### src/rtl/ifu_fetch_pc.sv
// ifu_fetch_pc: fetch PC generator with redirect-kill tracking and an in-order instruction queue
module ifu_fetch_pc #(
    parameter logic [31:0] RESET_PC = 32'h1c000000,
    parameter int          FQ_DEPTH = 2
) (
    input  logic        clk,
    input  logic        resetn,
    input  logic        br_taken,
    input  logic [31:0] br_target,
    input  logic        exc_valid,
    input  logic [31:0] exc_target,
    output logic        fetch_req,
    output logic [31:0] fetch_addr,
    input  logic        fetch_ack,
    input  logic        fetch_rvalid,
    input  logic [31:0] fetch_rdata,
    output logic        inst_valid,
    input  logic        inst_ready,
    output logic [31:0] inst,
    output logic [31:0] inst_pc,
    output logic        flush_out
);
    logic        redirect, accept, enq, deq;
    logic [31:0] target, pc, rsp_pc;
    logic [7:0]  outstanding, kill_cnt, live;
    logic [2:0]  count;
    logic [1:0]  rd_ptr, wr_ptr;
    logic [31:0] q_pc   [4];
    logic [31:0] q_inst [4];

    function automatic logic [1:0] nxt(input logic [1:0] p);
        return (p == 2'(FQ_DEPTH - 1)) ? 2'd0 : p + 2'd1;
    endfunction

    assign redirect   = exc_valid | br_taken;
    assign target     = (exc_valid ? exc_target : br_target) & ~32'h3;
    assign flush_out  = redirect;
    assign live       = outstanding - kill_cnt + 8'(count);
    assign fetch_req  = resetn & ~redirect & (live < 8'(FQ_DEPTH));
    assign fetch_addr = pc;
    assign accept     = fetch_req & fetch_ack;
    assign enq        = fetch_rvalid & ~redirect & (kill_cnt == 8'd0);
    assign deq        = inst_valid & inst_ready & ~redirect;
    assign inst_valid = count != 3'd0;
    assign inst       = q_inst[rd_ptr];
    assign inst_pc    = q_pc[rd_ptr];

    // Live responses are sequential from the last redirect, so rsp_pc tracks the PC of the next one.
    always_ff @(posedge clk or negedge resetn) begin
        if (!resetn) begin
            pc          <= RESET_PC;
            rsp_pc      <= RESET_PC;
            outstanding <= 8'd0;
            kill_cnt    <= 8'd0;
            count       <= 3'd0;
            rd_ptr      <= 2'd0;
            wr_ptr      <= 2'd0;
        end else if (redirect) begin
            pc          <= target;
            rsp_pc      <= target;
            outstanding <= outstanding - 8'(fetch_rvalid);
            kill_cnt    <= outstanding - 8'(fetch_rvalid);
            count       <= 3'd0;
            rd_ptr      <= 2'd0;
            wr_ptr      <= 2'd0;
        end else begin
            pc          <= accept ? pc + 32'd4 : pc;
            outstanding <= outstanding + 8'(accept) - 8'(fetch_rvalid);
            kill_cnt    <= (fetch_rvalid && kill_cnt != 8'd0) ? kill_cnt - 8'd1 : kill_cnt;
            rsp_pc      <= enq ? rsp_pc + 32'd4 : rsp_pc;
            wr_ptr      <= enq ? nxt(wr_ptr) : wr_ptr;
            rd_ptr      <= deq ? nxt(rd_ptr) : rd_ptr;
            count       <= count + 3'(enq) - 3'(deq);
        end
    end

    always_ff @(posedge clk) begin
        if (enq) begin
            q_pc[wr_ptr]   <= rsp_pc;
            q_inst[wr_ptr] <= fetch_rdata;
        end
    end
endmodule
### config.mk
export PLATFORM = sky130hd
export DESIGN_NAME = ifu_fetch_pc
export DESIGN_NICKNAME = d
export VERILOG_FILES = /design/src/rtl/ifu_fetch_pc.sv
export SDC_FILE = /design/constraint.sdc
export NUM_CORES = 1
export LEC_CHECK = 0
export CAP_MARGIN = 20
export CORE_MARGIN = 2
export CORE_UTILIZATION = 55
export CTS_CLUSTER_SIZE = 10
export DETAILED_ROUTE_END_ITERATION = 16
export PLACE_DENSITY = 0.8
export SLEW_MARGIN = 15
export SYNTH_ARGS = -nofsm -noshare
export SYNTH_HDL_FRONTEND = slang
export SYNTH_SLANG_ARGS = --single-unit
### constraint.sdc
create_clock -name clk -period 11.1 [get_ports clk]
set_input_delay 2.22 -clock clk [delete_from_list [all_inputs] [get_ports clk]]
set_output_delay 2.22 -clock clk [all_outputs]
set_load 0.02 [all_outputs]
==> flow_results.org, run 1 <==
** Run status
- The run finished with clean final reports.

** Route
- Routed wire length :: 34000 µm
- The first detailed-routing pass ran for 5 iterations.
- The count of nets left with antenna violations once routing finished came out at 0.
- Using the TritonRoute via totals, the vias-per-cell ratio works out to 6.13.
- Post-route DRC :: 0
- Wire length per cell :: 21.1 µm
- Total via count in the routed design :: 9857
- In this run, the number of DRC markers left after iteration 0 of detailed routing was 815.

** Placed design
- Buffers placed on the I/O ports in this run total 193.
- Cell Area, Placed :: 17100 µm²
- Half-perimeter wire length of the detailed placement result :: 21200 µm
- Routability Congestion :: 0.864
- Worst setup slack after placement :: 3.91 ns

** Timing
- For the pin with the worst max-slew slack, the measured transition is 0.919 ns.
- The tightest hold path in the finished design has a slack of 0.532 ns.
- Highest Clock Rate :: 137 MHz
- Worst setup margin :: 3.80 ns
- Setup TNS Final :: 0 ns
- Dividing the final minimum period by the clock period gives 0.658.
- Skew final :: 0.0259 ns
- Final hold violations :: 0
- Headroom to the max-slew limit came out at 0.387.
- Setup Viol. Count Final :: 0
- Final Slew Violations :: 0
- Minimum clock period :: 7.30 ns
- Unrepaired setup endpoints after global routing :: false

** Die
- In this run the count of I/O pins placed on the die edge is 202.
- The core region is 26700 µm².
- The die covers 28300 µm².
- DIE HEIGHT :: 168 µm
- Die W :: 168 µm
- For this configuration, the core starts out at a cell density of 0.555.
- The floorplan has 60 rows.

** Power and ir drop
- Dividing total power by cell area gives a power density of 183 nW/µm².
- Across the VDD grid, the largest voltage drop is 0.140 mV.
- Overall power consumption after layout is estimated at 0.00333 W.
- Standby leakage power :: 6.27 nW

** Yosys
- Most used flip-flop cell after synthesis :: sky130_fd_sc_hd__edfxtp_1
- Mapped cell area :: 14800 µm²
- The cell count after synthesis came out at 1055.
- Fraction of synthesis flops using an asynchronous set or reset pin :: 0.251
- Post-Synthesis Mean Instance Area :: 14.1 µm²
- During synthesis, Yosys emitted a total of 0 warnings.
- For this run, the register share of the synthesized area comes to 0.643.
- The netlist uses 62 different library cells.
- Number of enable flip-flop cells after synthesis :: 248
- Count of state elements after synthesis :: 331

** Critical path
- Setup slack on the worst reg-to-reg path comes out at 5.81 ns.
- Kind of critical path :: in2out
- The worst setup path is captured at a primary output.
- Setup crit start :: exc_valid
- Data on the critical path is required at its endpoint by 8.88 ns.
- Worst path top cell family by delay :: buffers and inverters
- Kind of launch point of the worst setup path :: input port
- The worst register-to-register path ends at outstanding[7].
- The worst register-to-register path begins at outstanding[2].
- In this run the worst path has a maximum fanout of 76.
- In this design, the stage delay of the slowest critical-path cell is 0.68 ns.
- Counting both buffers and inverters, the worst setup path holds a total of 4.
- The slowest stage of the critical path is the sky130_fd_sc_hd__clkdlybuf4s50_1 cell.
- Data arrives at the worst endpoint at 5.08 ns.
- R2r worst-path depth :: 18
- The critical path goes through clkdlybuf4s50_1, buf_4, nor2_4, buf_4, nand3_1, a21oi_1, o211ai_1, nor2_1, clkdlybuf4s50_1.

** Global route
- The first global-routing pass estimated 54000 µm of wire.
- Entering global routing, the biggest net connects 77 pins.
- Antenna violations before repair :: 0
- Overflow left after global routing :: 0
- In the global route stage, overall resource usage came out at 0.243.
- Via count of the first global-routing pass :: 9987

** Finish
- With fillers left out, the area of the finished cells amounts to 18200 µm².
- In the final layout, the share of cells above drive strength 1 is 0.117.
- Area of combinational cells with multiple inputs :: 4940 µm²
- The area growth from synthesis to layout is 22.7%.
- Most common cell after layout, fill and taps aside :: sky130_fd_sc_hd__edfxtp_1
- In the final design database the tool counted 1393 nets.
- After filler insertion, the fill cell instance count of the layout stands at 1840.
- Area used by sequential logic in the layout :: 9540 µm²
- The library cells used most frequently in the layout, excluding fill and tap cells, are sky130_fd_sc_hd__edfxtp_1, sky130_fd_sc_hd__clkdlybuf4s50_1, sky130_fd_sc_hd__a21oi_1, sky130_fd_sc_hd__dfrtp_1, sky130_fd_sc_hd__nand2_1.
- The repair_antennas step left the layout with diodes totalling 0.

** Clock tree
- TritonCTS built the clock tree.
- The clock tree synthesis step divided the H-tree into 2 levels.
- Number of CTS-inserted buffers :: 39
- Max clock buf depth :: 3
- CTS-repair resized insts :: 0
- Post-CTS timing repair inserted 0 buffers for setup.
- Clock sink count :: 331
- The later pin in the worst-skew pair is clocked with a latency of 0.53 ns.
- Clock Root Buffer :: sky130_fd_sc_hd__clkbuf_16
- Hold bufs inserted after CTS :: 0
- Worst-path clk slew :: 0.05 ns

** Min path
- Number of cells on the worst hold path :: 1
- Hold wc startpoint :: outstanding[7]
- Hold Path End :: outstanding[7]
- The path class of the tightest hold or removal check is reg2reg.

** Job
- The tool flagged a number of max-cap violations equal to 0.
## routing by layer
layer / up-vias / wire length, µm / share of wire / track usage
met4: 0 / 648 / 0.019 / 0.0600
met2: 470 / 16300 / 0.48 / 0.393
met3: 55 / 2880 / 0.085 / 0.0538
met1: 4861 / 14200 / 0.42 / 0.340
met5: - / 0 / 0 / 0
li1: 4471 / - / - / -
## cell families (layout without fill, tap and decap cells)
logic type                 count (synthesis)  in the layout  synth area share
DFF                                      331            331             0.643
buffers and inverters                     96            306            0.0268
adders and majority gates                 37             37            0.0337
xor gates and xnor gates                  28             28            0.0165
and+or+nand+nor                          224            224            0.0742
other                                      1              4          0.000253
muxes                                     63             63            0.0948
AOI/OAI and AO/OA                        275            275             0.111
## metrics by stage
stage / std cells / util
4_1_cts: 1608 / 0.680
3_5_place_dp: 1552 / 0.639
6_report: 1609 / 0.681
5_1_grt: 1609 / 0.681
2_1_floorplan: 1058 / -
3_3_place_gp: 1552 / 0.639
## state kept, by name, summed over array words and instances (netlist names)
register     flops
outstanding      8
wr_ptr           2
fetch_addr      30
q_pc           120
rsp_pc          30
q_inst         128
count            3
kill_cnt         8
rd_ptr           2
## worst reg2reg max path: stages (launching register included)
cell	delay, ns
sky130_fd_sc_hd__dfrtp_1	0.38
sky130_fd_sc_hd__inv_1	0.13
sky130_fd_sc_hd__fa_1	0.56
sky130_fd_sc_hd__inv_1	0.05
sky130_fd_sc_hd__ha_1	0.35
sky130_fd_sc_hd__a21oi_1	0.41
sky130_fd_sc_hd__a2111o_1	0.23
sky130_fd_sc_hd__a21oi_2	0.06
sky130_fd_sc_hd__o2111ai_1	0.39
sky130_fd_sc_hd__or2_1	0.76
sky130_fd_sc_hd__inv_2	0.26
sky130_fd_sc_hd__ha_1	0.28
sky130_fd_sc_hd__a21oi_1	0.15
sky130_fd_sc_hd__o21ba_2	0.17
sky130_fd_sc_hd__nor2_1	0.06
sky130_fd_sc_hd__o41ai_1	0.42
sky130_fd_sc_hd__mux2i_1	0.24
sky130_fd_sc_hd__o211ai_1	0.12
sky130_fd_sc_hd__xor2_1	0.18
## power by group
part	total (W)	internal (W)	switching (W)
Combinational	0.000729	0.000327	0.000402
Sequential	0.00148	0.00140	0.0000814
Clock	0.00112	0.000656	0.000462
## cells in the mapped netlist (all sizes together) (6+ instances only)
cell type,count,area share
nand2,68,0.017
a21oi,126,0.043
and3,9,0.0038
nor3,11,0.0037
mux4,62,0.094
nand2b,8,0.0034
inv,46,0.012
dfrtp,77,0.13
xor2,7,0.0041
ha,32,0.027
a22oi,27,0.014
a211oi,7,0.0035
or3,6,0.0025
nand3,37,0.012
buf,18,0.0071
or2,9,0.0038
nand4,16,0.0072
edfxtp,248,0.50
o31ai,25,0.013
clkbuf,32,0.0081
nor2,40,0.010
o21ai,60,0.021
xnor2,21,0.012
dfstp,6,0.011
## worst max path at each step
| stage | cells after the start | slack [ns] | endpoint |
|---|---|---|---|
| 4_1_cts | 9 | 3.90 | fetch_req |
| 2_1_floorplan | 5 | 1.66 | q_inst[0][0] |
| 3_3_place_gp | 9 | 3.92 | fetch_req |
| 6_report | 9 | 3.80 | fetch_req |
| 5_1_grt | 9 | 3.64 | fetch_req |
| 3_5_place_dp | 9 | 3.91 | fetch_req |
## cell type report
| cell class | count | area share |
|---|---|---|
| clock inverters | 4 | 0.00309 |
| flip-flops and latches | 331 | 0.524 |
| repair buffers | 204 | 0.111 |
| multi-input cells | 631 | 0.272 |
| well taps | 341 | 0.0234 |
| clock buffers | 52 | 0.0574 |
| inverters | 46 | 0.00949 |
No activity file was read; power rests on OpenSTA's default activity.
==> inputs of run 2 (changes only) <==
==> constraint.sdc (replaced) <==
create_clock -name clk -period 7.55 [get_ports clk]
set_input_delay 1.51 -clock clk [delete_from_list [all_inputs] [get_ports clk]]
set_output_delay 1.51 -clock clk [all_outputs]
set_load 0.02 [all_outputs]
==> flow_results.org, run 2 (synthesis results as in run 1) <==
** Run status
- Status :: finished, final reports clean

** Route
- First-pass DRT Iterations :: 5
- After detailed routing, the number of vias per cell comes to 6.18.
- The detailed router finished its first iteration with 987 violations.
- Post-route DRC :: 0
- Routed wire length :: 34400 µm
- Post-DRT Antenna Nets :: 0
- Dividing the detail-routed wire length by the instance count gives 21.4 µm.
- The routed layout has 9949 vias.

** Power and ir drop
- Of the total power, the share spent switching nets is 0.285.
- VDD IR max :: 0.213 mV
- Power per cell area :: 269 nW/µm²
- Combinational Power Share :: 0.219
- For this design the static power due to leakage is 6.26 nW.
- The share of total power dissipated in sequential elements is 0.446.
- Relative contribution of the clock network to total power :: 0.335
- Internal power comes to 0.00349 W.
- Switching power :: 0.00139 W
- Power comes to 0.00488 W.

** Timing
- Measured against its own limit, the worst slew margin works out to 0.256.
- Setup Viol. Count Final :: 0
- Skew final :: 0.0163 ns
- The number of hold violations in the final report is 0.
- At the pin with the least slew margin, the transition time is 1.11 ns.
- Crit share post-route :: 0.742
- For this run, the top clock speed supported by timing is 179 MHz.
- Worst hold slack :: 0.531 ns
- The smallest clock period supported by the final layout is computed as 5.60 ns.
- The max-slew violation total from the final report is 0.
- Setup repair after global routing left no endpoint under its margin.
- Setup TNS Final :: 0 ns

** Clock tree
- Hold repair after CTS inserted 0 buffers.
- Post-CTS repair timing setup buffer count :: 0
- In this run, post-CTS repair resized a total of 0 instances.
- The clock passes through at most 3 buffers.
- TritonCTS built the clock tree.
- After clock tree synthesis, the clock-pin slew on the worst setup and hold paths is 0.06 ns.
- Worst skew pair latency :: 0.52 ns
- CTS placed an instance of sky130_fd_sc_hd__clkbuf_16 at the clock tree root.
- TritonCTS created 39 clock buffers.
- The clock net in this run drives a total of 331 sinks.
- The H-tree was split into 2 levels.

** Critical path
- Critical path depth :: 6
- On the critical path the largest part of the delay comes from buffers and inverters.
- Together, buffers and inverters on the worst path number 5.
- Highest-delay cell along the critical path :: sky130_fd_sc_hd__clkdlybuf4s50_1
- Endpoint kind of the worst setup timing path :: primary output
- Worst-path maximum fanout :: 75
- Worst Path Required :: 6.04 ns
- STA classifies the critical path startpoint as an input port.
- Critical path, cell by cell :: clkdlybuf4s50_1, buf_4, nor2_4, buf_4, inv_2, clkdlybuf4s50_1
- For the worst setup path, the data arrival time is 4.09 ns.
- The worst setup path is of the in2out kind.
- The worst register-to-register path has a depth of 18.
- On the worst path, the slowest cell contributes a delay of 0.65 ns.

** Global route
- Wire length of the first global-routing pass :: 53600 µm
- Via count of the first global-routing pass :: 9773
- Antenna violations before repair :: 0
- Tot GR Track Use :: 0.242
- Overflow left after global routing :: 0
- Entering global routing, the biggest net connects 76 pins.

** Die
- Placeable core region :: 26700 µm²
- The floorplan step defined a die boundary enclosing 28300 µm².
- From left edge to right edge, the die measures 168 µm.
- 202 I/O pins were placed.
- For this configuration, the core starts out at a cell density of 0.555.
- Rows :: 60
- The die is 168 µm tall.

** Finish
- Area used by sequential logic in the layout :: 9540 µm²
- Counting the fill cells in the layout gives 1825.
- In the final layout, the registers with the most flip-flops are q_inst x128, q_pc x120.
- Most common cell after layout, fill and taps aside :: sky130_fd_sc_hd__edfxtp_1
- Ratio of cells with drive above 1 in the final layout :: 0.117
- In the final layout, the multi-input gates occupy 4950 µm².
- After the last flow step, the layout net total stands at 1393.
- The register with the most flip-flops in the layout has 128 of them.
- In the layout the commonest cells are sky130_fd_sc_hd__edfxtp_1, sky130_fd_sc_hd__clkdlybuf4s50_1, sky130_fd_sc_hd__a21oi_1, sky130_fd_sc_hd__dfrtp_1, sky130_fd_sc_hd__nand2_1.
- Area of all placed cells without fillers :: 18200 µm²
- The number of antenna diodes in the final layout is 0.
- The finished layout holds 1610 standard cells, fillers aside.
- Register with the most flip-flops :: q_inst
- Area overhead of the layout relative to synthesis :: 22.6%

** Placed design
- Count of buffers inserted at the top-level ports :: 193
- After detailed placement, the total cell area comes to 17100 µm².
- The HPWL after detailed placement is 21400 µm.
- At the end of routability-driven placement, the weighted congestion stood at 0.871.
- # placed instances :: 1553

** Min path
- The tightest min-delay check is of the reg2reg type.
- Number of cells on the worst hold path :: 1

** Job
- Across the run, the number of max-cap violations was 0.
[run 2: final timing paths]
kind | startpoint | end | slack [ns]
max | exc_valid | flush_out | 1.95
min | outstanding[7] | outstanding[7] | 0.53
max reg2reg | outstanding[2] | outstanding[7] | 2.31
min reg2reg | outstanding[7] | outstanding[7] | 0.53
max in group asynchronous | resetn | rd_ptr[0] | 5.47
min in group asynchronous | resetn | outstanding[3] | 0.86
[run 2: metrics by stage]
stage,utilization,worst slack (ns)
after global placement,0.639,1.99
after detailed placement,0.640,2.00
after global routing,0.680,1.85
final,0.680,1.95
after floorplan,-,1.43
after CTS,0.680,1.99
[run 2: layer usage]
| metal | GRT usage | up-vias | wire, µm |
|---|---|---|---|
| met5 | 0 | - | 0 |
| met4 | 0.0506 | 0 | 563 |
| met3 | 0.0498 | 50 | 2880 |
| met2 | 0.401 | 499 | 16600 |
| met1 | 0.337 | 4934 | 14400 |
| li1 | - | 4466 | - |
[run 2: area by class of cell]
type	count	share of cell area
sequential	331	0.525
clock inverter	4	0.00165
timing repair buffer	204	0.111
inverter	46	0.00950
tap	341	0.0235
multi-input combinational	631	0.272
clock buffer	53	0.0577
[run 2: worst register-to-register path: cells and delay by family, from the launching register on]
kind / cells / cell delay [ns]
buffers and inverters: 3 / 0.42
xor gates and xnor gates: 1 / 0.18
adders and majority gates: 3 / 1.19
DFF: 1 / 0.38
muxes: 1 / 0.24
AOI/OAI and AO/OA: 6 / 1.43
and+or+nand+nor: 4 / 1.28
[run 2: power groups by stage]
| stage | Sequential [W] | Combinational (W) | Clock, W |
|---|---|---|---|
| after floorplan | 0.00219 | 0.000769 | 0 |
| after global placement | 0.00220 | 0.00104 | 0 |
| after detailed placement | 0.00221 | 0.00106 | 0 |
| after CTS | 0.00217 | 0.00107 | 0.00167 |
| after global routing | 0.00219 | 0.00121 | 0.00174 |
| final | 0.00218 | 0.00107 | 0.00164 |
==> patch 1, RTL diff (flow settings as in run 2) <==
Reset style: synchronous (`resetn`), changed in one clocked block.
--- a/src/rtl/ifu_fetch_pc.sv
+++ b/src/rtl/ifu_fetch_pc.sv
@@ -46,7 +46,7 @@
     assign inst_pc    = q_pc[rd_ptr];
 
     // Live responses are sequential from the last redirect, so rsp_pc tracks the PC of the next one.
-    always_ff @(posedge clk or negedge resetn) begin
+    always_ff @(posedge clk) begin
         if (!resetn) begin
             pc          <= RESET_PC;
             rsp_pc      <= RESET_PC;
Function: changed (a bounded check fails within 4 cycles, from zero or initial values and one cycle with resetn low).
==> patch 1 against run 2 <==
- register-to-register slack better by 0.18 ns
- synthesized area rose by 2.4%
- core utilization grew 0.31 points
- worst setup slack got worse by 0.22 ns
- global-route usage increased by 1.6 points
- power decreased by 8.6%
- sequential cell count grew 2
- critical path depth rose by 4
- final area increased by 1.6%
- first-iteration DRC count decreased by 15%
- wire length grew 7.9%
- largest power group unchanged
==> patch 1: results (changes against run 2) <==
metric	value	unit	change
status	completed		unchanged
seq_area_frac_synth	0.6025		was 0.6428
cts_resized	0		unchanged
clock_skew	0.008466	ns	was 0.01631 ns
synth-async-reset-ratio	0		was 0.2508
critPathMaxFanout	25		was 75
portBuffers	193		unchanged
cts.clk_slew.worst_paths	0.05	ns	
grt_pass1_vias	10550		was 9773
reg_top3	q_inst (128), q_pc (120)		unchanged
wl_met2	17.59	mm	was 16.56 mm
yosys_warnings	0		unchanged
cts_root_buffer	clkbuf_16		unchanged
ir_drop	0.1618	mV	was 0.2131 mV
clk_latency	0.52	ns	about the same
leakage	6.179	nW	was 6.259 nW
grt_pass1_wl	58.01	mm	was 53.62 mm
synth_enable_flop_cells	248		unchanged
post-cts-setup-buffers	0		unchanged
drive_above_1_share	0.1125		was 0.1166
syn-instance-count	1173		was 1055
clock-sinks	333		was 331
drt_pass1_iterations	6		was 5
track_usage	0.2587		was 0.2423
hp-class	flop to flop		unchanged
grt_max_degree	65		was 76
place_inst	1654		was 1553
wl_met3	3.716	mm	was 2.877 mm
highest_layer	met4		unchanged
grt_antenna_before_repair	0		unchanged
largest_reg_flops	128		unchanged
layout.nets	1492		was 1393
drt_wl_total	37.14	mm	was 34.42 mm
vias_per_cell	6.261		was 6.180
drtIter0Drc	838		was 987
place_congestion	0.9173		was 0.8714
relSlewSlack	0.2886		was 0.2562
h-tree-depth	2		unchanged
placed_cell_area	17370	sq um	was 17100 sq um
hpwl	24.06	mm	was 21.41 mm
synth_ff_type	edfxtp_1		unchanged
synth_area_leaders	edfxtp_1 49%, dfxtp_1 11%, mux4_2 9.2%		was edfxtp_1 50%, dfrtp_1 13%, mux4_2 9.4%
wl_met1	14.96	mm	was 14.42 mm
yosysUniqueCellTypes	72		was 62
cts_buffers	39		unchanged
clockBufferDepth	3		unchanged
pre_cts_ws	2.147	ns	was 1.996 ns
diodes	0		unchanged
critical_path_arrival	4.31	ns	was 4.09 ns
synth_commonest_cells	248 x edfxtp_1, 88 x nand2_1, 85 x dfxtp_1		was 248 x edfxtp_1, 125 x a21oi_1, 77 x dfrtp_1
fin_cells	1710		was 1610
patch 1: path summary, 6_finish.rpt:
check                                     from             end  slack (ns)  cells after the start
worst max-delay path            outstanding[2]       fetch_req        1.73                     10
worst min-delay path                 rd_ptr[1]            flop        0.43                      2
worst max register to register  outstanding[2]  outstanding[7]        2.49                     17
worst min register to register       rd_ptr[1]            flop        0.43                      2
patch 1: critical path, stage by stage, from the launching register on:
cell             delay (ns)
dfxtp_1                0.36
inv_1                  0.13
fa_1                   0.55
inv_1                  0.04
ha_1                   0.34
a21oi_1                0.33
a21oi_1                0.15
o31ai_1                0.34
nand3_2                0.56
nor2_1                 0.33
clkdlybuf4s50_1        0.66
patch 1: metal layers:
| metal | global-route usage | vias to the layer above |
|---|---|---|
| met2 | 0.4244 | 551 |
| met4 | 0.07804 | 0 |
| met1 | 0.3415 | 5175 |
| met3 | 0.06721 | 71 |
| met5 | 0 | - |
| li1 | - | 4910 |
patch 1: layout make-up:
cell class	instances	area (sq um)
flip-flops and latches	333	9154
fillers	1928	8558
multi-input cells	728	5597
repair buffers	206	2019
clock buffers	54	1074
well taps	341	426.7
inverters	46	172.7
clock inverters	2	25.02
patch 1: kinds of logic (layout without fill, tap and decap cells):
group	Yosys count	count (layout)	share of synthesized area
compound gates	261	261	0.1123
xor+xnor	29	29	0.01673
fa+ha+maj	35	35	0.03131
buf+inv	115	308	0.03139
flops	333	333	0.6025
mux	66	66	0.09468
other cells	1	4	0.0002470
simple gates	333	333	0.1108
patch 1: where the power goes:
group | switching, W | total [W] | internal, W
sequential | 0.0000671 | 0.00209 | 0.00202
clock | 0.000676 | 0.00166 | 0.000979
combinational | 0.000429 | 0.000722 | 0.000293
==> patch 2, RTL diff (settings of run 2) <==
Without the edit above. The parameter `RESET_PC` goes from 32'h1c000000 to 32'h10000000.
--- a/src/rtl/ifu_fetch_pc.sv
+++ b/src/rtl/ifu_fetch_pc.sv
@@ -1,6 +1,6 @@
 // ifu_fetch_pc: fetch PC generator with redirect-kill tracking and an in-order instruction queue
 module ifu_fetch_pc #(
-    parameter logic [31:0] RESET_PC = 32'h1c000000,
+    parameter logic [31:0] RESET_PC = 32'h10000000,
     parameter int          FQ_DEPTH = 2
 ) (
     input  logic        clk,
Formal check against the unedited RTL: not equivalent (a bounded check fails within 4 cycles, from zero or initial values and one cycle with resetn low).
==> patch 2 against run 2 <==
- sequential cell count unchanged
- final area barely moved
- hold slack lost 0.0029 ns
- synthesized area about the same
- worst setup slack better by 0.040 ns
- wire length shrank 1.2%
- register-to-register slack worse by 0.09 ns
- power about the same
- count of clock-buffer cells in the layout did not move
- fmax is 0.72% higher
- critical path type unchanged
- highest routed layer unchanged
==> patch 2: results (changes against run 2) <==
metric	value	unit	change
cts.clk_slew.worst_paths	0.05	ns	
yosysUniqueCellTypes	62		unchanged
ir_drop	0.3024	mV	was 0.2131 mV
place_congestion	0.8797		was 0.8714
r2r_cells	18		unchanged
drt_pass1_iterations	5		unchanged
reg_top3	q_inst (128), q_pc (120)		unchanged
clk_latency	0.52	ns	about the same
synth_area_leaders	edfxtp_1 50%, dfrtp_1 14%, mux4_2 9.4%		was edfxtp_1 50%, dfrtp_1 13%, mux4_2 9.4%
status	completed		unchanged
clockBufferDepth	3		unchanged
cts_resized	0		unchanged
cpMaxStageDelayCell	clkdlybuf4s50_1		unchanged
cts_root_buffer	clkbuf_16		unchanged
h-tree-depth	2		unchanged
drive_above_1_share	0.1121		was 0.1166
pre_cts_ws	2.017	ns	was 1.996 ns
yosys_warnings	0		unchanged
leakage	6.267	nW	was 6.259 nW
critical_path_arrival	4.05	ns	was 4.09 ns
worstMarginPinSlew	1.098	ns	was 1.111 ns
drtIter0Drc	903		was 987
nFillCells	1846		was 1825
intPower	0.003501	W	was 0.003494 W
clock_skew	0.01198	ns	was 0.01631 ns
routedWlPerCell	21.15	um	was 21.38 um
synth_enable_flop_cells	248		unchanged
hp-class	flop to flop		unchanged
hpwl	21.55	mm	was 21.41 mm
critPathMaxFanout	75		unchanged
grt_antenna_before_repair	0		unchanged
vias	9918		was 9949
grt_pass1_wl	52.98	mm	was 53.62 mm
synth_commonest_cells	248 x edfxtp_1, 125 x a21oi_1, 81 x dfrtp_1		was 248 x edfxtp_1, 125 x a21oi_1, 77 x dfrtp_1
cts_buffers	39		unchanged
portBuffers	193		unchanged
critPathMaxStageDelay	0.65	ns	about the same
synth-async-reset-ratio	0.2508		unchanged
synth_ff_type	edfxtp_1		unchanged
placed_cell_area	17090	sq um	was 17100 sq um
track_usage	0.2408		was 0.2423
grt_max_degree	76		unchanged
diodes	0		unchanged
post-cts-setup-buffers	0		unchanged
hold_depth	1		unchanged
seq_area_frac_synth	0.6426		was 0.6428
layout.nets	1392		was 1393
## patch 2: per-layer routing
layer  GRT usage  vias up  share of wire
met4     0.05885        0          0.018
met5           0        -              0
met2      0.4014      491           0.49
li1            -     4473              -
met1      0.3279     4908           0.42
met3     0.05289       46          0.079
## patch 2: cell type report
cell class,instances,area share
Clock inverter,3,0.001583
Sequential cell,331,0.5244
Tap cell,341,0.02347
Inverter,46,0.009499
Multi-Input combinational cell,631,0.2721
Clock buffer,53,0.05830
Timing Repair Buffer,203,0.1107
## patch 2: stage by stage
stage	hold WS (ns)	utilization	cells
3_3_place_gp	0.5188	0.6389	1551
6_report	0.5276	0.6802	1608
5_1_grt	0.5480	0.6802	1608
3_5_place_dp	0.5201	0.6394	1552
4_1_cts	0.5316	0.6802	1608
2_1_floorplan	0.4965	-	1058
## patch 2: final timing paths
path                           startpoint              to  slack, ns
max                             exc_valid       flush_out       1.99
min                        outstanding[7]  outstanding[7]       0.53
max reg2reg                outstanding[2]  outstanding[7]       2.22
min reg2reg                outstanding[7]  outstanding[7]       0.53
max in group asynchronous          resetn      rsp_pc[27]       5.49
min in group asynchronous          resetn  outstanding[2]       0.84
## patch 2: power groups by stage
stage | clock network, W | logic [W] | registers (W)
2_1_floorplan | 0 | 0.000769 | 0.00219
3_3_place_gp | 0 | 0.00104 | 0.00220
3_5_place_dp | 0 | 0.00106 | 0.00220
4_1_cts | 0.00166 | 0.00108 | 0.00217
5_1_grt | 0.00173 | 0.00121 | 0.00219
6_report | 0.00163 | 0.00108 | 0.00217
## patch 2: worst max-delay path: cells and delay by family
kind | cells | cell delay [ns]
simple gates | 1 | 0.15
buf+inv | 5 | 2.37
## patch 2: logic make-up (layout without fill, tap and decap cells)
group | Yosys count | in the layout | share of synthesized area
buffers and inverters | 96 | 305 | 0.02684
other | 1 | 4 | 0.0002530
xor gates and xnor gates | 28 | 28 | 0.01654
and+or+nand+nor | 224 | 224 | 0.07419
AOI/OAI and AO/OA | 275 | 275 | 0.1109
DFF | 331 | 331 | 0.6426
muxes | 63 | 63 | 0.09487
adders and majority gates | 37 | 37 | 0.03376
